==> config.mk <==
export PLATFORM = sky130hd
export DESIGN_NAME = debounce_multi
export DESIGN_NICKNAME = d
export VERILOG_FILES = /design/src/rtl/debounce_multi.sv
export SDC_FILE = /design/constraint.sdc
export NUM_CORES = 1
export LEC_CHECK = 0
export ABC_CLOCK_PERIOD_IN_PS = 3070
export CORE_MARGIN = 1
export CORE_UTILIZATION = 51
export DETAILED_ROUTE_END_ITERATION = 8
export PLACE_DENSITY = 0.79
export SKIP_LAST_GASP = 1
export SYNTH_ARGS = -nofsm -noshare
export SYNTH_HDL_FRONTEND = slang
export SYNTH_SLANG_ARGS = --single-unit
==> constraint.sdc <==
create_clock -name clk -period 3.07 [get_ports clk]
set_input_delay 0.7675 -clock clk [delete_from_list [all_inputs] [get_ports clk]]
set_output_delay 0.7675 -clock clk [all_outputs]
set_load 0.01 [all_outputs]
==> src/rtl/debounce_multi.sv <==
`timescale 1ns/1ps
// -----------------------------------------------------------------------------
// debounce_multi
//
// Debounces WIDTH independent asynchronous inputs. Each channel passes through
// an optional synchroniser, then a stability counter: the debounced level only
// follows the synchronised input after it has disagreed with the current output
// for CYCLES consecutive clocks. A change of output produces a one-cycle
// rise/fall strobe on the same cycle the new level appears, and any_change is
// the registered OR of all strobes.
//
// Ports:
//   clk         in   1      system clock, rising edge
//   rst_n       in   1      asynchronous active-low reset
//   signal_in   in   WIDTH  raw asynchronous inputs
//   signal_out  out  WIDTH  debounced levels
//   rise        out  WIDTH  one-cycle strobe, signal_out went 0->1
//   fall        out  WIDTH  one-cycle strobe, signal_out went 1->0
//   any_change  out  1      high in the cycle any rise/fall bit is high
//
// There is no valid/ready handshake: inputs are level-sampled every clock and
// the strobes are single-cycle pulses the consumer must catch when they occur.
// -----------------------------------------------------------------------------
module debounce_multi #(
    parameter int               WIDTH        = 4,
    parameter realtime          DELAY        = 10ms,
    parameter realtime          CLOCK_PERIOD = 20ns,
    parameter int               SYNC_STAGES  = 2,
    parameter logic [WIDTH-1:0] RESET_VALUE  = '0
) (
    input  logic             clk,
    input  logic             rst_n,
    input  logic [WIDTH-1:0] signal_in,
    output logic [WIDTH-1:0] signal_out,
    output logic [WIDTH-1:0] rise,
    output logic [WIDTH-1:0] fall,
    output logic             any_change
);

    // CYCLES = max(1, ceil(DELAY / CLOCK_PERIOD)); the ratio is guarded so a
    // bad CLOCK_PERIOD reaches the elaboration error instead of dividing by 0.
    localparam real RATIO  = (CLOCK_PERIOD > 0.0) ? (DELAY / CLOCK_PERIOD) : 1.0;
    localparam int  TRUNC  = $rtoi(RATIO);
    localparam int  CEIL   = (real'(TRUNC) < RATIO) ? TRUNC + 1 : TRUNC;
    localparam int  CYCLES = (CEIL < 1) ? 1 : CEIL;
    localparam int  CW     = $clog2(CYCLES + 1);
    localparam logic [CW-1:0] LAST = CW'(CYCLES - 1);

    if (SYNC_STAGES < 0 || SYNC_STAGES > 4) begin : g_bad_sync
        $error("debounce_multi: SYNC_STAGES must be 0..4");
    end
    if (WIDTH < 1) begin : g_bad_width
        $error("debounce_multi: WIDTH must be >= 1");
    end
    if (CLOCK_PERIOD <= 0.0) begin : g_bad_period
        $error("debounce_multi: CLOCK_PERIOD must be > 0");
    end

    // ---------------------------------------------------------------------
    // Synchroniser: s is the input as seen by the counters.
    // ---------------------------------------------------------------------
    logic [WIDTH-1:0] s;

    if (SYNC_STAGES == 0) begin : g_nosync
        assign s = signal_in;
    end else begin : g_sync
        logic [WIDTH-1:0] sync_q [SYNC_STAGES];

        always_ff @(posedge clk or negedge rst_n) begin
            if (!rst_n) begin
                for (int j = 0; j < SYNC_STAGES; j++) begin
                    sync_q[j] <= RESET_VALUE;
                end
            end else begin
                sync_q[0] <= signal_in;
                for (int j = 1; j < SYNC_STAGES; j++) begin
                    sync_q[j] <= sync_q[j-1];
                end
            end
        end

        assign s = sync_q[SYNC_STAGES-1];
    end

    // ---------------------------------------------------------------------
    // Stability counters and debounced level
    // ---------------------------------------------------------------------
    logic [CW-1:0]    cnt_q [WIDTH];
    logic [CW-1:0]    cnt_d [WIDTH];
    logic [WIDTH-1:0] out_q, out_d;
    logic [WIDTH-1:0] rise_q, rise_d;
    logic [WIDTH-1:0] fall_q, fall_d;
    logic             any_q;

    always_comb begin
        out_d  = out_q;
        rise_d = '0;
        fall_d = '0;
        for (int i = 0; i < WIDTH; i++) begin
            cnt_d[i] = '0;
        end
        for (int i = 0; i < WIDTH; i++) begin
            if (s[i] == out_q[i]) begin
                // Agreement (including a single-cycle glitch back) restarts
                // the count, so only an unbroken run of CYCLES mismatches wins.
                cnt_d[i] = '0;
            end else if (cnt_q[i] == LAST) begin
                out_d[i]  = s[i];
                rise_d[i] = s[i];
                fall_d[i] = ~s[i];
                cnt_d[i]  = '0;
            end else begin
                cnt_d[i] = cnt_q[i] + CW'(1);
            end
        end
    end

    always_ff @(posedge clk or negedge rst_n) begin
        if (!rst_n) begin
            for (int i = 0; i < WIDTH; i++) begin
                cnt_q[i] <= '0;
            end
            out_q  <= RESET_VALUE;
            rise_q <= '0;
            fall_q <= '0;
            any_q  <= 1'b0;
        end else begin
            for (int i = 0; i < WIDTH; i++) begin
                cnt_q[i] <= cnt_d[i];
            end
            out_q  <= out_d;
            rise_q <= rise_d;
            fall_q <= fall_d;
            // Computed from the next-state strobes so it lines up with them.
            any_q  <= |(rise_d | fall_d);
        end
    end

    assign signal_out = out_q;
    assign rise       = rise_q;
    assign fall       = fall_q;
    assign any_change = any_q;

endmodule
==> flow_metrics.py <==
metrics = {
    "run_status": {
        "status": "finished clean",
    },
    "floorplan": {
        "ios": 19,
        "die_y_um": 96.8,
        "rows": 34,
        "core_mm2": 0.00872,
        "die-area_mm2": 0.00937,
        "start_util_pct": 52.5,
        "die_x_um": 96.8,
    },
    "global_routing": {
        "grt_overflow": 0,
        "grt_usage_pct": 19.1,
        "grt_pass1_wl_mm": 14.6,
        "antenna_found_initial": 0,
        "grt_pass1_vias": 3177,
        "grt_max_degree": 42,
    },
    "sta": {
        "finalHoldViolCount": 0,
        "relSlewSlack_pct": 55.2,
        "worst_slack_ns": 0.878,
        "post-route-min-period_ns": 2.19,
        "setup_viol": 0,
        "worst_slew_pin_slew_ns": 0.672,
        "tns_ns": 0,
        "timing.fmax_mhz": 456,
        "clock_skew_ns": 0.0144,
        "maxSlewViolCount": 0,
        "rsz0062_at_grt": "no",
        "fin_crit_sh_pct": 71.4,
    },
    "place": {
        "pre_cts_slack_ns": 0.884,
        "gp_congestion": 0.823,
        "dpl_cell_area_mm2": 0.00488,
        "dp.cells": 565,
        "port_buffers": 18,
        "hpwlAfterDp_mm": 5.90,
    },
    "synthesis": {
        "synthSimpleGateAreaFrac_pct": 26.8,
        "yosysUniqueCellTypes": 49,
        "ys_ff_latch": 97,
        "syn_nets": 452,
        "synth-edff-count": 0,
        "synth_mux_area_share_pct": 1.37,
        "netlist_top_cells_area": "dfrtp_1 53%, xnor2_1 8.0%, nor2_1 5.3%",
        "yosysSeqAreaShare_pct": 53.0,
        "synth_top_area_share_pct": 53.0,
        "yosys.area_share.adder_pct": 1.09,
        "synth_xor_area_share_pct": 11.1,
        "ys.flop_type": "dfrtp_1",
        "yosys.area.top_type": "dfrtp_1",
        "netlist_area_mm2": 0.00458,
        "synth_top_family_by_area": "simple AND/OR/NAND/NOR gates",
        "synth_compound_area_share_pct": 4.64,
        "synthCells": 442,
        "ys_warn_count": 0,
        "synth-async-reset-ratio_pct": 100,
        "syn_area_per_cell_um2": 10.4,
    },
    "route": {
        "routedWlPerCell_um": 14.4,
        "ant_nets": 0,
        "drt-pass1-iter-count": 4,
        "drc": 0,
        "vias": 3321,
        "drt_iter0_markers": 110,
        "routed_wirelength_mm": 8.38,
        "via_per_inst": 5.72,
    },
    "worst_setup_path": {
        "critPathLaunchType": "flip-flop",
        "critPathBufInv": 0,
        "crit_path_max_fanout": 17,
        "cp.required_ns": 3.29,
        "cp_slowest_cell": "o21ai_2",
        "path_cells": "ha_1 > nand4_2 > or4_4 > o21ai_2 > nor2_1",
        "path_delay_family": "simple AND/OR/NAND/NOR gates",
        "critPathKind": "reg -> reg",
        "slowest_delay_ns": 0.55,
        "crit_path_end_kind": "flip-flop",
        "cp.arrival_ns": 2.41,
    },
    "clocking": {
        "cts_tree": "done",
        "postCtsSetupBuffers": 0,
        "clock-sinks": 97,
        "cts_resized": 0,
        "root_buffer": "clkbuf_8",
        "clk_latency_ns": 0.36,
        "cts_buffers": 9,
        "clock_tree.buffer_depth": 2,
        "holdBufCountCts": 0,
        "ctsHtreeMaxLevel": 3,
        "clk_pin_slew_ns": 0.09,
    },
    "job": {
        "drv_cap": 0,
    },
    "layout": {
        "design_area_mm2": 0.00505,
        "final_cells": 581,
        "antennaDiodeCount": 0,
        "area_delta_synth_final_pct": 10.2,
        "drive_gt1_share_pct": 9.09,
        "nets": 478,
        "final_cell_mix": "97 x dfrtp_1, 65 x nor2_1, 42 x xnor2_1",
        "final_common_cell": "dfrtp_1",
    },
    "power": {
        "p_per_area_mw_per_mm2": 421,
        "p_leak_nw": 1.98,
        "power_mw": 2.13,
        "vdd.ir_drop.worst_mv": 0.231,
    },
    "min_path": {
        "hp-class": "reg -> reg",
    },
}
through the flow:
step | hold slack [ns] | util [%]
after floorplan | 0.331 | -
after global placement | 0.331 | 56.0
after detailed placement | 0.337 | 56.0
after CTS | 0.356 | 57.9
after global routing | 0.364 | 57.9
final | 0.353 | 57.9
routing by layer:
| metal | vias up | GRT usage, % | wire length (um) |
|---|---|---|---|
| li1 | 1617 | - | - |
| met1 | 1632 | 25.8 | 3930 |
| met2 | 64 | 30.3 | 4000 |
| met3 | 8 | 4.26 | 350 |
| met4 | 0 | 7.12 | 93 |
| met5 | - | 0 | 0 |
flip-flops by register name, summed over array words and instances, names as in the netlist:
name	flops
cnt_q	76
fall	4
g_sync.sync_q	4
rise	4
s	4
signal_out	4
any_change	1
final timing paths:
kind / start / to / slack, ns / cells past startpoint
max: cnt_q[19] / cnt_q[21] / 0.88 / 5
min: g_sync.sync_q[6] / s[2] / 0.35 / 0
max reg2reg: cnt_q[19] / cnt_q[21] / 0.88 / 5
min reg2reg: g_sync.sync_q[6] / s[2] / 0.35 / 0
max in group asynchronous: rst_n / rise[0] / 2.02 / 2
min in group asynchronous: rst_n / cnt_q[32] / 0.36 / 1
power by group:
group	switching [mW]	leakage [nW]	total [mW]	internal [mW]
registers	0.0201	1.33	1.31	1.29
clock network	0.439	0.0835	0.733	0.294
logic	0.0525	0.569	0.0790	0.0265
total	0.511	1.98	2.13	1.62
Yosys cell counts (8+ instances only):
cell type and n:
nand4_1 18, nor3_1 14, nor2_1 65, dfrtp_1 97
or4_1 9, a21oi_1 16, inv_1 10, or3_1 9
nor4_1 14, xnor2_1 42, xor2_1 16, nand3_1 28
nand2_1 24, o21ai_0 8
worst register-to-register path: cells and delay by family (launching register included):
family | cells | cell delay, ns
flops | 1 | 0.43
fa+ha+maj | 1 | 0.28
simple gates | 3 | 0.80
compound gates | 1 | 0.55
kinds of logic (layout without fill, tap and decap cells):
family / count (synthesis) / count (layout)
adder cells (fa/ha/maj): 4 / 4
buffers and inverters: 19 / 50
AND/OR/NAND/NOR: 223 / 223
multiplexers: 5 / 5
flip-flops: 97 / 97
XOR/XNOR: 58 / 58
AO/OA/AOI/OAI: 36 / 36
final cells by class:
class,count,area [um2]
clock buffers,11,131
inverters,10,37.5
clock inverters,5,31.3
repair buffers,24,223
fillers,731,3670
multi-input cells,326,2060
well taps,108,135
flip-flops and latches,97,2430
No activity file was read; power rests on OpenSTA's default activity.
